## src/rtl/transpose_addr_seq.sv

```systemverilog
// Chunk-walking address sequencer for matrix copy / transpose.
// Emits one source/destination row-address pair per chunk row over a
// valid/ready stream, with abort, backpressure and a done pulse.
module transpose_addr_seq #(
    parameter int unsigned DATA_WIDTH = 64,
    parameter int unsigned ADDR_WIDTH = 64,
    parameter int unsigned ARR_ROWS   = 8,
    parameter int unsigned ARR_COLS   = 8,
    parameter int unsigned CHUNK_SIZE = 4
) (
    input  logic                  clk,
    input  logic                  rst,
    input  logic                  start,
    input  logic                  mode,
    input  logic [ADDR_WIDTH-1:0] src_base,
    input  logic [ADDR_WIDTH-1:0] dst_base,
    input  logic                  abort,
    output logic                  addr_valid,
    input  logic                  addr_ready,
    output logic [ADDR_WIDTH-1:0] src_addr,
    output logic [ADDR_WIDTH-1:0] dst_addr,
    output logic                  chunk_last,
    output logic                  pass_last,
    output logic                  busy,
    output logic                  done
);

    // Geometry; element size and all matrix dimensions are powers of two,
    // so every product reduces to a shift.
    localparam int unsigned EB     = DATA_WIDTH / 8;
    localparam int unsigned CR     = ARR_ROWS / CHUNK_SIZE;
    localparam int unsigned CC     = ARR_COLS / CHUNK_SIZE;
    localparam int unsigned LOG_EB = $clog2(EB);
    localparam int unsigned LOG_CS = $clog2(CHUNK_SIZE);
    localparam int unsigned LOG_SP = $clog2(ARR_COLS) + LOG_EB;
    localparam int unsigned LOG_TP = $clog2(ARR_ROWS) + LOG_EB;
    localparam int unsigned LOG_CB = LOG_CS + LOG_EB;
    localparam int unsigned CIW    = (CR > 1) ? $clog2(CR) : 1;
    localparam int unsigned CJW    = (CC > 1) ? $clog2(CC) : 1;
    localparam int unsigned RW     = (CHUNK_SIZE > 1) ? $clog2(CHUNK_SIZE) : 1;

    typedef enum logic [1:0] {
        S_IDLE = 2'd0,
        S_RUN  = 2'd1,
        S_DONE = 2'd2
    } state_e;

    state_e                state_q, state_d;
    logic                  mode_q, mode_d;
    logic [ADDR_WIDTH-1:0] src_base_q, src_base_d;
    logic [ADDR_WIDTH-1:0] dst_base_q, dst_base_d;
    logic [CIW-1:0]        ci_q, ci_d;
    logic [CJW-1:0]        cj_q, cj_d;
    logic [RW-1:0]         r_q, r_d;

    logic                  addr_valid_q, addr_valid_d;
    logic [ADDR_WIDTH-1:0] src_addr_q, src_addr_d;
    logic [ADDR_WIDTH-1:0] dst_addr_q, dst_addr_d;
    logic                  chunk_last_q, chunk_last_d;
    logic                  pass_last_q, pass_last_d;
    logic                  busy_q, busy_d;
    logic                  done_q, done_d;

    logic                  run_d;
    logic [ADDR_WIDTH-1:0] row_src, row_tr;
    logic [ADDR_WIDTH-1:0] src_off, tr_off;

    // State, latched pass parameters, counters and registered outputs.
    always_ff @(posedge clk) begin
        if (rst) begin
            state_q      <= S_IDLE;
            mode_q       <= 1'b0;
            src_base_q   <= '0;
            dst_base_q   <= '0;
            ci_q         <= '0;
            cj_q         <= '0;
            r_q          <= '0;
            addr_valid_q <= 1'b0;
            src_addr_q   <= '0;
            dst_addr_q   <= '0;
            chunk_last_q <= 1'b0;
            pass_last_q  <= 1'b0;
            busy_q       <= 1'b0;
            done_q       <= 1'b0;
        end else begin
            state_q      <= state_d;
            mode_q       <= mode_d;
            src_base_q   <= src_base_d;
            dst_base_q   <= dst_base_d;
            ci_q         <= ci_d;
            cj_q         <= cj_d;
            r_q          <= r_d;
            addr_valid_q <= addr_valid_d;
            src_addr_q   <= src_addr_d;
            dst_addr_q   <= dst_addr_d;
            chunk_last_q <= chunk_last_d;
            pass_last_q  <= pass_last_d;
            busy_q       <= busy_d;
            done_q       <= done_d;
        end
    end

    // Next state, counter advance, and the address pair for the next cycle.
    always_comb begin
        state_d    = state_q;
        mode_d     = mode_q;
        src_base_d = src_base_q;
        dst_base_d = dst_base_q;
        ci_d       = ci_q;
        cj_d       = cj_q;
        r_d        = r_q;

        case (state_q)
            S_IDLE: begin
                if (start && !abort) begin
                    state_d    = S_RUN;
                    mode_d     = mode;
                    src_base_d = src_base;
                    dst_base_d = dst_base;
                    ci_d       = '0;
                    cj_d       = '0;
                    r_d        = '0;
                end
            end
            S_RUN: begin
                // Abort outranks a same-cycle handshake.
                if (abort) begin
                    state_d = S_IDLE;
                    ci_d    = '0;
                    cj_d    = '0;
                    r_d     = '0;
                end else if (addr_valid_q && addr_ready) begin
                    if (pass_last_q) begin
                        state_d = S_DONE;
                        ci_d    = '0;
                        cj_d    = '0;
                        r_d     = '0;
                    end else if (r_q == RW'(CHUNK_SIZE - 1)) begin
                        r_d = '0;
                        if (cj_q == CJW'(CC - 1)) begin
                            cj_d = '0;
                            ci_d = ci_q + CIW'(1);
                        end else begin
                            cj_d = cj_q + CJW'(1);
                        end
                    end else begin
                        r_d = r_q + RW'(1);
                    end
                end
            end
            S_DONE: begin
                state_d = S_IDLE;
            end
            default: begin
                state_d = S_IDLE;
            end
        endcase

        // Row index in each layout is {chunk index, in-chunk row}.
        row_src = (ADDR_WIDTH'(ci_d) << LOG_CS) | ADDR_WIDTH'(r_d);
        row_tr  = (ADDR_WIDTH'(cj_d) << LOG_CS) | ADDR_WIDTH'(r_d);
        src_off = (row_src << LOG_SP) + (ADDR_WIDTH'(cj_d) << LOG_CB);
        tr_off  = (row_tr << LOG_TP) + (ADDR_WIDTH'(ci_d) << LOG_CB);

        // Counters only move on a handshake, so a stall re-registers the same pair.
        run_d        = (state_d == S_RUN);
        addr_valid_d = run_d;
        src_addr_d   = run_d ? (src_base_d + src_off) : '0;
        dst_addr_d   = run_d ? (dst_base_d + (mode_d ? tr_off : src_off)) : '0;
        chunk_last_d = run_d && (r_d == RW'(CHUNK_SIZE - 1));
        pass_last_d  = chunk_last_d && (ci_d == CIW'(CR - 1)) && (cj_d == CJW'(CC - 1));
        busy_d       = (state_d != S_IDLE);
        done_d       = (state_d == S_DONE);
    end

    assign addr_valid = addr_valid_q;
    assign src_addr   = src_addr_q;
    assign dst_addr   = dst_addr_q;
    assign chunk_last = chunk_last_q;
    assign pass_last  = pass_last_q;
    assign busy       = busy_q;
    assign done       = done_q;

endmodule

```

## config.mk

```make
export PLATFORM = sky130hd
export DESIGN_NAME = transpose_addr_seq
export DESIGN_NICKNAME = d
export VERILOG_FILES = /design/src/rtl/transpose_addr_seq.sv
export SDC_FILE = /design/constraint.sdc
export NUM_CORES = 1
export LEC_CHECK = 0
export CAP_MARGIN = 25
export CORE_ASPECT_RATIO = 0.8
export CORE_MARGIN = 2
export CORE_UTILIZATION = 55
export CTS_CLUSTER_DIAMETER = 150
export CTS_CLUSTER_SIZE = 24
export DETAILED_ROUTE_END_ITERATION = 6
export PLACE_DENSITY_LB_ADDON = 0.2
export SETUP_SLACK_MARGIN = 0.15
export SYNTH_ARGS = -nofsm -noshare
export SYNTH_HDL_FRONTEND = slang
export SYNTH_SLANG_ARGS = --single-unit
```

## constraint.sdc

```tcl
create_clock -name clk -period 10.26 [get_ports clk]
set_input_delay 2.565 -clock clk [delete_from_list [all_inputs] [get_ports clk]]
set_output_delay 2.565 -clock clk [all_outputs]
set_load 0.05 [all_outputs]
```

==> results of run 1 <==
-- worst reg2reg max path: cells and delay by family, from the launching register on --
kind | cells | cell delay (ns)
flops | 1 | 0.37
compound gates | 3 | 0.57
buf+inv | 1 | 0.68
fa+ha+maj | 2 | 0.37
simple gates | 7 | 2.91
-- kinds of logic after synthesis --
group,Yosys count
fa+ha+maj,9
mux,140
simple gates,685
flops,268
xor+xnor,48
compound gates,193
buf+inv,81
-- flip-flops by register name, indices dropped and copies added (netlist names) --
| name | count |
|---|---|
| mode_q | 1 |
| dst_addr | 64 |
| done | 1 |
| chunk_last | 1 |
| state_q | 2 |
| ci_q | 1 |
| dst_base_q | 64 |
| src_addr | 64 |
| r_q | 2 |
| src_base_q | 64 |
| pass_last | 1 |
| cj_q | 1 |
| addr_valid | 1 |
| busy | 1 |
-- stage by stage --
stage               utilization  worst slack, ns  area [um^2]
global route             0.7013            2.671        15650
finish                   0.7013            2.994        15650
global placement         0.6808            2.724        15190
detailed placement       0.6812            2.581        15200
CTS                      0.6989            3.097        15600
floorplan                     -            3.179        12410
-- cell type report --
type,count,area (um^2)
clock buffer,15,375.4
tap,306,382.9
sequential,268,5365
fill,1789,6665
inverter,7,26.28
timing repair buffer,279,2803
multi-input combinational,1075,6679
clock inverter,1,20.02
-- power by group --
part	internal, mW	switching (mW)	total (mW)
registers	1.08	0.0186	1.09
logic	0.126	0.185	0.311
clock network	0.269	0.340	0.609
total	1.47	0.543	2.01
-- per-layer routing --
| layer | vias to the layer above | GRT usage |
|---|---|---|
| met2 | 514 | 0.4352 |
| met5 | - | 0 |
| li1 | 5527 | - |
| met3 | 43 | 0.07329 |
| met1 | 5341 | 0.4098 |
| met4 | 2 | 0.06855 |
-- worst paths after layout --
kind	endpoint	cells past startpoint	from
worst max register to register	dst_addr[57]	13	state_q[1]
worst min-delay path	src_base_q[4]	2	src_base_q[4]
worst max-delay path	dst_addr[57]	14	abort
worst min register to register	src_base_q[4]	2	src_base_q[4]
-- layout by cell type (no fill, tap or decap), types with 12 or more instances in the layout --
| master | instances |
|---|---|
| a21oi_1 | 44 |
| and2_1 | 14 |
| and3_1 | 19 |
| clkbuf_16 | 15 |
| clkdlybuf4s50_1 | 265 |
| dfxtp_1 | 268 |
| mux2i_1 | 129 |
| nand2_1 | 156 |
| nand3_1 | 79 |
| nand4_1 | 28 |
| nor2_1 | 210 |
| nor2b_1 | 14 |
| nor3_1 | 58 |
| nor4_1 | 26 |
| o21a_1 | 12 |
| o21ai_0 | 25 |
| o31a_1 | 14 |
| o31ai_1 | 13 |
| or3_1 | 25 |
| xnor2_1 | 22 |
| xor2_1 | 26 |
==> metrics.sh, run 1 <==
CLK_LATENCY_NS=0.49
ROUTE.MET3.WL_UM=3526
CTS_TREE='yes'
POST-ROUTE-MIN-PERIOD_NS=7.266
CTS-HOLD-FIX-BUFFERS=0
YS.FLOP_TYPE='dfxtp_1'
P_LEAK_nW=5.453
IO_PINS=267
SETUP-VIOLATIONS-FINAL=0
SYNTH_SIMPLE_GATE_AREA_SHARE=0.2682
GLOBAL_ROUTE.USAGE.TOTAL=0.2869
VIAS_PER_CELL=5.857
DR_TOTAL_VIAS=11427
CTS.SINKS=268
FIN_NETS=1788
SYNTH.YOSYS.SEQ_AREA_SHARE=0.4323
NUMBER_OF_BUFFERS_ADDED_BY_THE_CLOCK_TREE_SYNTHESIS_STEP=15
CLOCK_TREE.ROOT_CELL='clkbuf_16'
POSTCTSSETUPBUFFERS=0
FIRST_GLOBAL_VIAS=10693
WORST_SLEW_PIN_SLEW_NS=0.9789
MOST_COMMON_LIBRARY_CELLS_AFTER_SYNTHESIS='268 x dfxtp_1, 210 x nor2_1, 156 x nand2_1, 129 x mux2i_1, 79 x nand3_1'
HOLD_SLACK_NS=0.4608
SYN2LAYOUT_AREA_GROWTH_PCT=26.12
FLOORPLAN.INITIALDENSITY=0.5561
CRITICAL_PATH_S_TOP_DELAY_FAMILY='simple AND/OR/NAND/NOR gates'
WORST_PATH_MOST_REPEATED_CELL='nand2_1'
FMAX_GHz=0.1376
PORT_BUFFERS=266
TIMING.REG2REG.SETUP_SLACK_NS=5.28
DRT_ITER0_DRC=1187
POST-DP-HPWL_UM=24600
SYNTH_TOP_CELL_BY_AREA='dfxtp_1'
CLK_PIN_SLEW_NS=0.10
MAX_CAP_VIOLATIONS=0
FLOORPLAN.ROWS=49
SYNTH_AREA_LEADERS='dfxtp_1 43%, mux2i_1 10%, nor2_1 6.4%'
DRT-TOTAL-WL_UM=35150
TIMING.FINAL.CRIT_SHARE=0.7082
NETLIST_INSTANCES=1424
POST_SYNTH.CELL_AREA_AVG_UM2=8.714
DIE_AREA_UM2=23790
POST_CTS.RESIZED_INSTANCES=0
GRT_ANTENNA_BEFORE_REPAIR=2
SYNTH.DISTINCT_CELLS=77
GRT-OVFL-TOTAL=0
CRITICAL_PATH.N_BUFFERS_INVERTERS=2
N_ANTENNA_CELL=0
PRE_REPAIR_DR_ITERATION_COUNT=5
M1WIRELENGTH_UM=15810
POSTSYNTHREGISTERBITS=268
SYNTH-EDFF-COUNT=0
RUN_STATUS='completed'
SYNTH_TOP_FAMILY_BY_AREA='simple AND/OR/NAND/NOR gates'
VERTICAL_EXTENT_OF_THE_DIE_UM=138.4
GRT_START_MAX_NET_PINS=156
PLACEABLECOREAREA_UM2=22320
SLOWEST_CP_CELL='or4_1'
FRACTION_OF_REGISTERS_WITH_ASYNC_SET_RESET=0
CP-START-KIND='input pin'
SYNTH_COMPOUND_GATE_AREA_SHARE=0.1107
FINALSETUPTNS_NS=0
SYNTHESIS.YOSYS.WARNINGS=0
SLEW-LIMIT-HEADROOM=0.3474
CP_CELL_SEQUENCE='clkdlybuf4s50_1 > nor4b_2 > buf_12 > nand2_1 > nand2_1 > ha_1 > ha_1 > a21o_1 > a21oi_1 > a211oi_4 > nand2_1 > or4_1 > or4_1 > and3_1'
SYNTHADDERAREAFRAC=0.008873
SLEW_VIOL_FINAL=0
POWER_PER_CELL_AREA_nW_PER_UM2=128.7
NETLIST_AREA_UM2=12410
TIMING.HOLD.WORST.CLASS='flop to flop'
TOP_METAL_USED='met5'
GLOBAL_ROUTE_WIRE_LENGTH_BEFORE_REPAIR_UM=55240
CTS_MAX_PATH_BUFFERS=3
POWER.TOTAL_mW=2.014
DIE_X_UM=171.9
SYNTH_FP_NETS=1566
PATH_MAX_FANOUT=155
ROUTABILITYCONGESTION=0.8831
MAX_STAGE_DELAY_NS=0.84
YOSYS.CELL_COUNT.TOP_TYPE='dfxtp_1'
RSZ0062_AT_GRT='no'
REQUIRED_NS=10.65
CTS-HTREE-LEVELS=1
DRTANTENNAVIOLNETS=0
FIN_CELLS=1951
FINALHOLDVIOLCOUNT=0
YOSYSTOPAREACELLSHARE=0.4323
DP_CELLS=1932
PATH_CLASS='input pin to flop'
POST-ROUTE-DRC-COUNT=0
DATA_ARRIVAL_CRITICAL_PATH_NS=7.66
YOSYS.AREA_SHARE.XOR_XNOR=0.03388
FINAL_LAYOUT_SIZE_SUFFIX_GT1_FRAC=0.04438
POWER.IR.VDD_WORST_uV=127.4
TIMING.CRITICAL_PATH.TO_TYPE='flop'
FIN_SKEW_NS=0.02598
YOSYS-MUX-AREA-FRACTION=0.1152
ROUTED_WL_PER_CELL_UM=18.02
ROUTE.MET2.WL_UM=15140
Power figures use the tool's default switching activity.
==> run 2: changes to the inputs <==
--- a/config.mk
+++ b/config.mk
@@ -8,7 +8,7 @@
 export CAP_MARGIN = 25
 export CORE_ASPECT_RATIO = 0.8
 export CORE_MARGIN = 2
-export CORE_UTILIZATION = 55
+export CORE_UTILIZATION = 46
 export CTS_CLUSTER_DIAMETER = 150
 export CTS_CLUSTER_SIZE = 24
 export DETAILED_ROUTE_END_ITERATION = 6
==> constraint.sdc (replaced) <==
create_clock -name clk -period 6.05 [get_ports clk]
set_input_delay 1.5125 -clock clk [delete_from_list [all_inputs] [get_ports clk]]
set_output_delay 1.5125 -clock clk [all_outputs]
set_load 0.05 [all_outputs]
==> metrics.sh, run 2 (synthesis gave the netlist of run 1 again) <==
CRITICAL_PATH_S_TOP_DELAY_FAMILY='simple AND/OR/NAND/NOR gates'
PORT_BUFFERS=266  # unchanged
TIMING.HOLD.WORST.CLASS='flop to flop'
DRT-TOTAL-WL_UM=36760  # +4.6%
FINALHOLDVIOLCOUNT=0  # unchanged
GLOBAL_ROUTE.USAGE.TOTAL=0.2508  # -0.03606
MULTIINPUTGATEAREA_UM2=6683  # about the same
FIN_NETS=1802  # +0.78%
P_LEAK_nW=5.504  # +0.94%
RUN_STATUS='completed'
CTS.SINKS=268  # unchanged
WORST_HOLD_PATH.NUM_CELLS=2  # unchanged
CP.DEPTH=13  # -1
VERTICAL_EXTENT_OF_THE_DIE_UM=150.9  # +9.1%
CP-START-KIND='input pin'
FILL_CELL_INSTANCE_COUNT_OF_THE_FINAL_LAYOUT=2381  # +33%
REG2REGPATHDEPTH=16  # +3
ROUTABILITYCONGESTION=0.8997  # +1.9%
DIE_X_UM=187.6  # +9.1%
DRT_ITER0_DRC=977  # -18%
MOSTFREQUENTLAYOUTCELLS='268 x dfxtp_1, 265 x clkdlybuf4s50_1, 210 x nor2_1'
CLOCK_TREE.ROOT_CELL='clkbuf_16'
FINAL_LAYOUT_SIZE_SUFFIX_GT1_FRAC=0.05304  # +0.008667
FMAX_GHz=0.1913
POST-ROUTE-DRC-COUNT=0  # unchanged
FF_LATCH_AREA_UM2=5365  # unchanged
WORST_SLEW_PIN_SLEW_NS=1.032  # +0.05355 ns
CLK_PIN_SLEW_NS=0.10  # about the same
RSZ0062_AT_GRT='no'
GRT_START_MAX_NET_PINS=91  # -42%
DR_TOTAL_VIAS=11519  # +0.81%
POST-DP-HPWL_UM=26580  # +8.0%
POSTCTSSETUPBUFFERS=0  # unchanged
CTS_TREE='yes'
DRTANTENNAVIOLNETS=0  # unchanged
MAX_STAGE_DELAY_NS=0.69  # -0.15 ns
ROUTED_WL_PER_CELL_UM=18.23  # +1.2%
CTS_MAX_PATH_BUFFERS=3  # unchanged
CTS-HTREE-LEVELS=1  # unchanged
DATA_ARRIVAL_CRITICAL_PATH_NS=5.63  # -2.03 ns
GRT_ANTENNA_BEFORE_REPAIR=3  # +1
FIN_UTIL=0.5984  # -0.1029
SLOWEST_CP_CELL='or4b_4'
SYN2LAYOUT_AREA_GROWTH_PCT=27.27
FIRST_GLOBAL_VIAS=10671  # -0.21%
TIMING.CRITICAL_PATH.TO_TYPE='flop'
POWER.IR.VDD_WORST_uV=253.3  # +99%
MAX_CAP_VIOLATIONS=0  # unchanged
SLEW-LIMIT-HEADROOM=0.3117  # -0.03570
REQUIRED_NS=6.45  # -4.20 ns
TIMING.FINAL.CRIT_SHARE=0.8642
FINALSETUPTNS_NS=0  # unchanged
FLOORPLAN.ROWS=53  # +8.2%
SLEW_VIOL_FINAL=0  # unchanged
GRT-OVFL-TOTAL=0  # unchanged
POST-ROUTE-MIN-PERIOD_NS=5.229
FIN_SKEW_NS=0.03237  # +0.006385 ns
FLOORPLAN.INITIALDENSITY=0.4702  # -0.08589
PATH_MAX_FANOUT=12  # -92%
SETUP-VIOLATIONS-FINAL=0  # unchanged
NUMBER_OF_BUFFERS_ADDED_BY_THE_CLOCK_TREE_SYNTHESIS_STEP=15  # unchanged
POWER_PER_CELL_AREA_nW_PER_UM2=217.1  # +69%
CP_CELL_SEQUENCE='clkdlybuf4s50_1 > or4b_4 > o211ai_1 > nand2_1 > xnor2_1 > ha_1 > a21o_1 > a21oi_1 > a211oi_4 > nand2_1 > or4_1 > or4_1 > and3_1'
GLOBAL_ROUTE_WIRE_LENGTH_BEFORE_REPAIR_UM=57370  # +3.8%
PLACEABLECOREAREA_UM2=26390  # +18%
IO_PINS=267  # unchanged
VIAS_PER_CELL=5.711  # -2.5%
CRITICAL_PATH.N_BUFFERS_INVERTERS=1  # -1
POST_CTS.RESIZED_INSTANCES=0  # unchanged
PRE_REPAIR_DR_ITERATION_COUNT=6  # +1
CLK_LATENCY_NS=0.49  # about the same
DIE_AREA_UM2=28320  # +19%
PATH_CLASS='input pin to flop'
CTS-HOLD-FIX-BUFFERS=0  # unchanged
MOST_COMMON_CELL_AFTER_LAYOUT_FILL_AND_TAPS_ASIDE='dfxtp_1'
==> run 2: through the flow <==
| step | total power [mW] | instances | area, um^2 | worst slack, ns | hold slack (ns) |
|---|---|---|---|---|---|
| 6_report | 3.429 | 2017 | 15790 | 0.8214 | 0.4583 |
| 5_1_grt | 3.568 | 2016 | 15790 | 0.6125 | 0.4754 |
| 4_1_cts | 3.460 | 2016 | 15790 | 0.9299 | 0.4626 |
| 3_5_place_dp | 2.419 | 2000 | 15400 | 0.3923 | 0.4472 |
| 3_3_place_gp | 2.414 | 2000 | 15400 | 0.4606 | 0.4429 |
| 2_1_floorplan | 2.204 | 1424 | 12420 | 0.1513 | 0.4339 |
==> run 2: per-layer routing <==
layer	GRT usage	up-vias	wire, um
met5	0	-	30
met4	0.06417	4	902
met3	0.05723	62	3227
met2	0.3713	502	15080
met1	0.3670	5421	17520
li1	-	5530	-
==> run 2: where the power goes <==
group | internal (mW) | total [mW] | switching, mW
combinational | 0.215 | 0.529 | 0.314
sequential | 1.82 | 1.86 | 0.0319
clock | 0.456 | 1.04 | 0.588
==> run 2: worst min-delay path: stages (launching register included) <==
cell and delay, ns:
dfxtp_1 0.31, nand2_1 0.04, a21oi_1 0.06
==> run 2: final cells by class <==
| cell class | instances | area share |
|---|---|---|
| antenna | 1 | 0.0001584 |
| sequential | 268 | 0.3397 |
| clock inverter | 1 | 0.001268 |
| timing repair buffer | 293 | 0.1820 |
| clock buffer | 15 | 0.02377 |
| inverter | 7 | 0.001664 |
| tap | 357 | 0.02828 |
| multi-input combinational | 1075 | 0.4231 |
==> run 2: worst paths after layout <==
path	from	slack, ns	endpoint
min	src_base_q[2]	0.46	src_base_q[2]
max	abort	0.82	dst_addr[57]
max reg2reg	r_q[0]	1.73	dst_addr[57]
min reg2reg	src_base_q[2]	0.46	src_base_q[2]
==> run 3: changes to the inputs <==
--- a/config.mk
+++ b/config.mk
@@ -6,7 +6,7 @@
 export NUM_CORES = 1
 export LEC_CHECK = 0
 export CAP_MARGIN = 25
-export CORE_ASPECT_RATIO = 0.8
+export CORE_ASPECT_RATIO = 1.2
 export CORE_MARGIN = 2
 export CORE_UTILIZATION = 46
 export CTS_CLUSTER_DIAMETER = 150
==> metrics.sh, run 3 (synthesis gave the netlist of run 1 again) <==
RUN_STATUS='completed'
CP-START-KIND='input pin'
PRE_REPAIR_DR_ITERATION_COUNT=5  # -1
REG2REG_TO='dst_addr[57]'
GRT_ANTENNA_BEFORE_REPAIR=2  # -1
MOST_COMMON_CELL_AFTER_LAYOUT_FILL_AND_TAPS_ASIDE='dfxtp_1'
CLK_PIN_SLEW_NS=0.09  # about the same
CLOCKPOWERSHARE=0.305  # about the same
NUMBER_OF_BUFFERS_ADDED_BY_THE_CLOCK_TREE_SYNTHESIS_STEP=15  # unchanged
FLOORPLAN.ROWS=65  # +23%
FIN_SKEW_NS=0.03071  # -0.001654 ns
FMAX_GHz=0.1906  # -0.37%
POST_CTS.RESIZED_INSTANCES=0  # unchanged
PWR-SHARE-COMB=0.153  # about the same
CTS-HOLD-FIX-BUFFERS=0  # unchanged
GRT-OVFL-TOTAL=0  # unchanged
PLACEABLECOREAREA_UM2=26430  # +0.15%
REG2REGPATHDEPTH=16  # unchanged
ROUTABILITYCONGESTION=0.8662  # -3.7%
REQUIRED_NS=6.44  # about the same
ROUTED_WL_PER_CELL_UM=17.84  # -2.1%
POWER.IR.VDD_WORST_uV=267.6  # +5.7%
CTS_TREE='yes'
FINAL_CRITICAL_PATH_SETUP_SLACK_NS=0.8021  # -0.01928 ns
GRT_START_MAX_NET_PINS=94  # +3.3%
POWER.TOTAL_mW=3.421  # -0.24%
DRT-TOTAL-WL_UM=35540  # -3.3%
LAYOUT_CELL_AREA_EXCL_FILL_UM2=15750  # -0.27%
DIE_AREA_UM2=28310  # about the same
MAX_CAP_VIOLATIONS=0  # unchanged
TIMING.REG2REG.SETUP_SLACK_NS=1.86  # +0.13 ns
FINALSETUPTNS_NS=0  # unchanged
TIMING.HOLD.WORST.CLASS='flop to flop'
DRT_ITER0_DRC=491  # -50%
POST-DP-HPWL_UM=25870  # -2.7%
POWER_PER_CELL_AREA_nW_PER_UM2=217.2  # about the same
HOLD_END='dst_base_q[4]'
CLOCK_TREE.ROOT_CELL='clkbuf_16'
TIMING.FINAL.CRIT_SHARE=0.8674  # +0.003186
DRTANTENNAVIOLNETS=0  # unchanged
RSZ0062_AT_GRT='no'
SYN2LAYOUT_AREA_GROWTH_PCT=26.93
SETUP-VIOLATIONS-FINAL=0  # unchanged
HOLD_SLACK_NS=0.4584  # +0.00005800 ns
POST-ROUTE-DRC-COUNT=0  # unchanged
CLK_LATENCY_NS=0.50  # about the same
FINAL_LAYOUT_SIZE_SUFFIX_GT1_FRAC=0.05076  # -0.002289
DATA_ARRIVAL_CRITICAL_PATH_NS=5.64  # about the same
POST-ROUTE-MIN-PERIOD_NS=5.248  # +0.01928 ns
POWER.SWITCHING_uW=926.5  # -0.78%
DR_TOTAL_VIAS=11278  # -2.1%
GLOBAL_ROUTE_WIRE_LENGTH_BEFORE_REPAIR_UM=56180  # -2.1%
TIMING.CRITICAL_PATH.TO_TYPE='flop'
FINALHOLDVIOLCOUNT=0  # unchanged
FIN_NETS=1798  # -0.22%
GLOBAL_ROUTE.USAGE.TOTAL=0.2428  # -0.007963
WORST_HOLD_PATH.NUM_CELLS=2  # unchanged
FLOORPLAN.INITIALDENSITY=0.4695  # -0.0006900
DP_SLACK_NS=0.3463  # -0.04602 ns
CTS_MAX_PATH_BUFFERS=3  # unchanged
FIRST_GLOBAL_VIAS=11088  # +3.9%
PATH_MAX_FANOUT=10  # -2
SWITCHING_SHARE=0.2708  # -0.001471
POWER.SEQUENTIAL.FRACTION=0.542  # about the same
MOSTFREQUENTLAYOUTCELLS='268 x dfxtp_1, 265 x clkdlybuf4s50_1, 210 x nor2_1'
VERTICAL_EXTENT_OF_THE_DIE_UM=183.9  # +22%
PLACEMENT.CELL_AREA_UM2=15350  # -0.29%
SLEW_VIOL_FINAL=0  # unchanged
POSTCTSSETUPBUFFERS=0  # unchanged
WORST_HOLD_STARTPOINT='dst_base_q[4]'
P_LEAK_nW=5.490  # -0.25%
DIE_X_UM=153.9  # -18%
POWER_REPORT.INTERNAL_TOTAL_mW=2.495  # about the same
CTS.SINKS=268  # unchanged
CTS-HTREE-LEVELS=1  # unchanged
IO_PINS=267  # unchanged
PATH_CLASS='input pin to flop'
RR_STARTPOINT='r_q[0]'
VIAS_PER_CELL=5.662  # -0.86%
PORT_BUFFERS=266  # unchanged
SLEW-LIMIT-HEADROOM=0.3089  # -0.002851
WORST_SLEW_PIN_SLEW_NS=1.037  # +0.004276 ns
==> run 3: metal layers <==
layer | GRT usage | share of wire | vias up
li1 | - | - | 5526
met1 | 0.2854 | 0.41 | 5320
met2 | 0.4384 | 0.50 | 362
met3 | 0.04479 | 0.060 | 70
met4 | 0.09458 | 0.031 | 0
met5 | 0 | 0 | -
==> run 3: stage by stage <==
step                cells  utilization
floorplan            1424            -
global placement     1974       0.5808
detailed placement   1974       0.5808
CTS                  1990       0.5957
global route         1992       0.5959
finish               1992       0.5959
==> run 3: critical path, stage by stage <==
cell and delay [ns]:
clkdlybuf4s50_1 0.53, or4b_4 0.66, o211ai_1 0.30, nand2_1 0.23
xnor2_1 0.25, ha_1 0.20, a21o_1 0.12, a21oi_1 0.12
a211oi_4 0.32, nand2_1 0.16, or4_1 0.53, or4_1 0.51
and3_1 0.19
==> run 3: final cells by class <==
type                       instances  area (um^2)
tap                              335        419.2
clock inverter                     1        20.02
inverter                           7        26.28
fill                            2325        10680
antenna                            2        5.005
timing repair buffer             289         2858
clock buffer                      15        375.4
multi-input combinational       1075         6683
sequential                       268         5365
==> run 3: worst max path at each step <==
stage,to,slack (ns),startpoint,depth (start not counted)
floorplan,dst_addr[57],0.15,abort,21
global placement,dst_addr[57],0.51,abort,13
detailed placement,dst_addr[57],0.35,abort,13
CTS,dst_addr[57],0.87,abort,13
global route,dst_addr[61],0.55,abort,14
finish,dst_addr[57],0.80,abort,13
==> run 3: power by group through the flow <==
stage | sequential [mW] | clock [mW] | combinational [mW]
2_1_floorplan | 1.95 | 0 | 0.252
6_report | 1.86 | 1.04 | 0.523
3_3_place_gp | 1.89 | 0 | 0.515
5_1_grt | 1.86 | 1.14 | 0.562
3_5_place_dp | 1.90 | 0 | 0.521
4_1_cts | 1.86 | 1.08 | 0.523
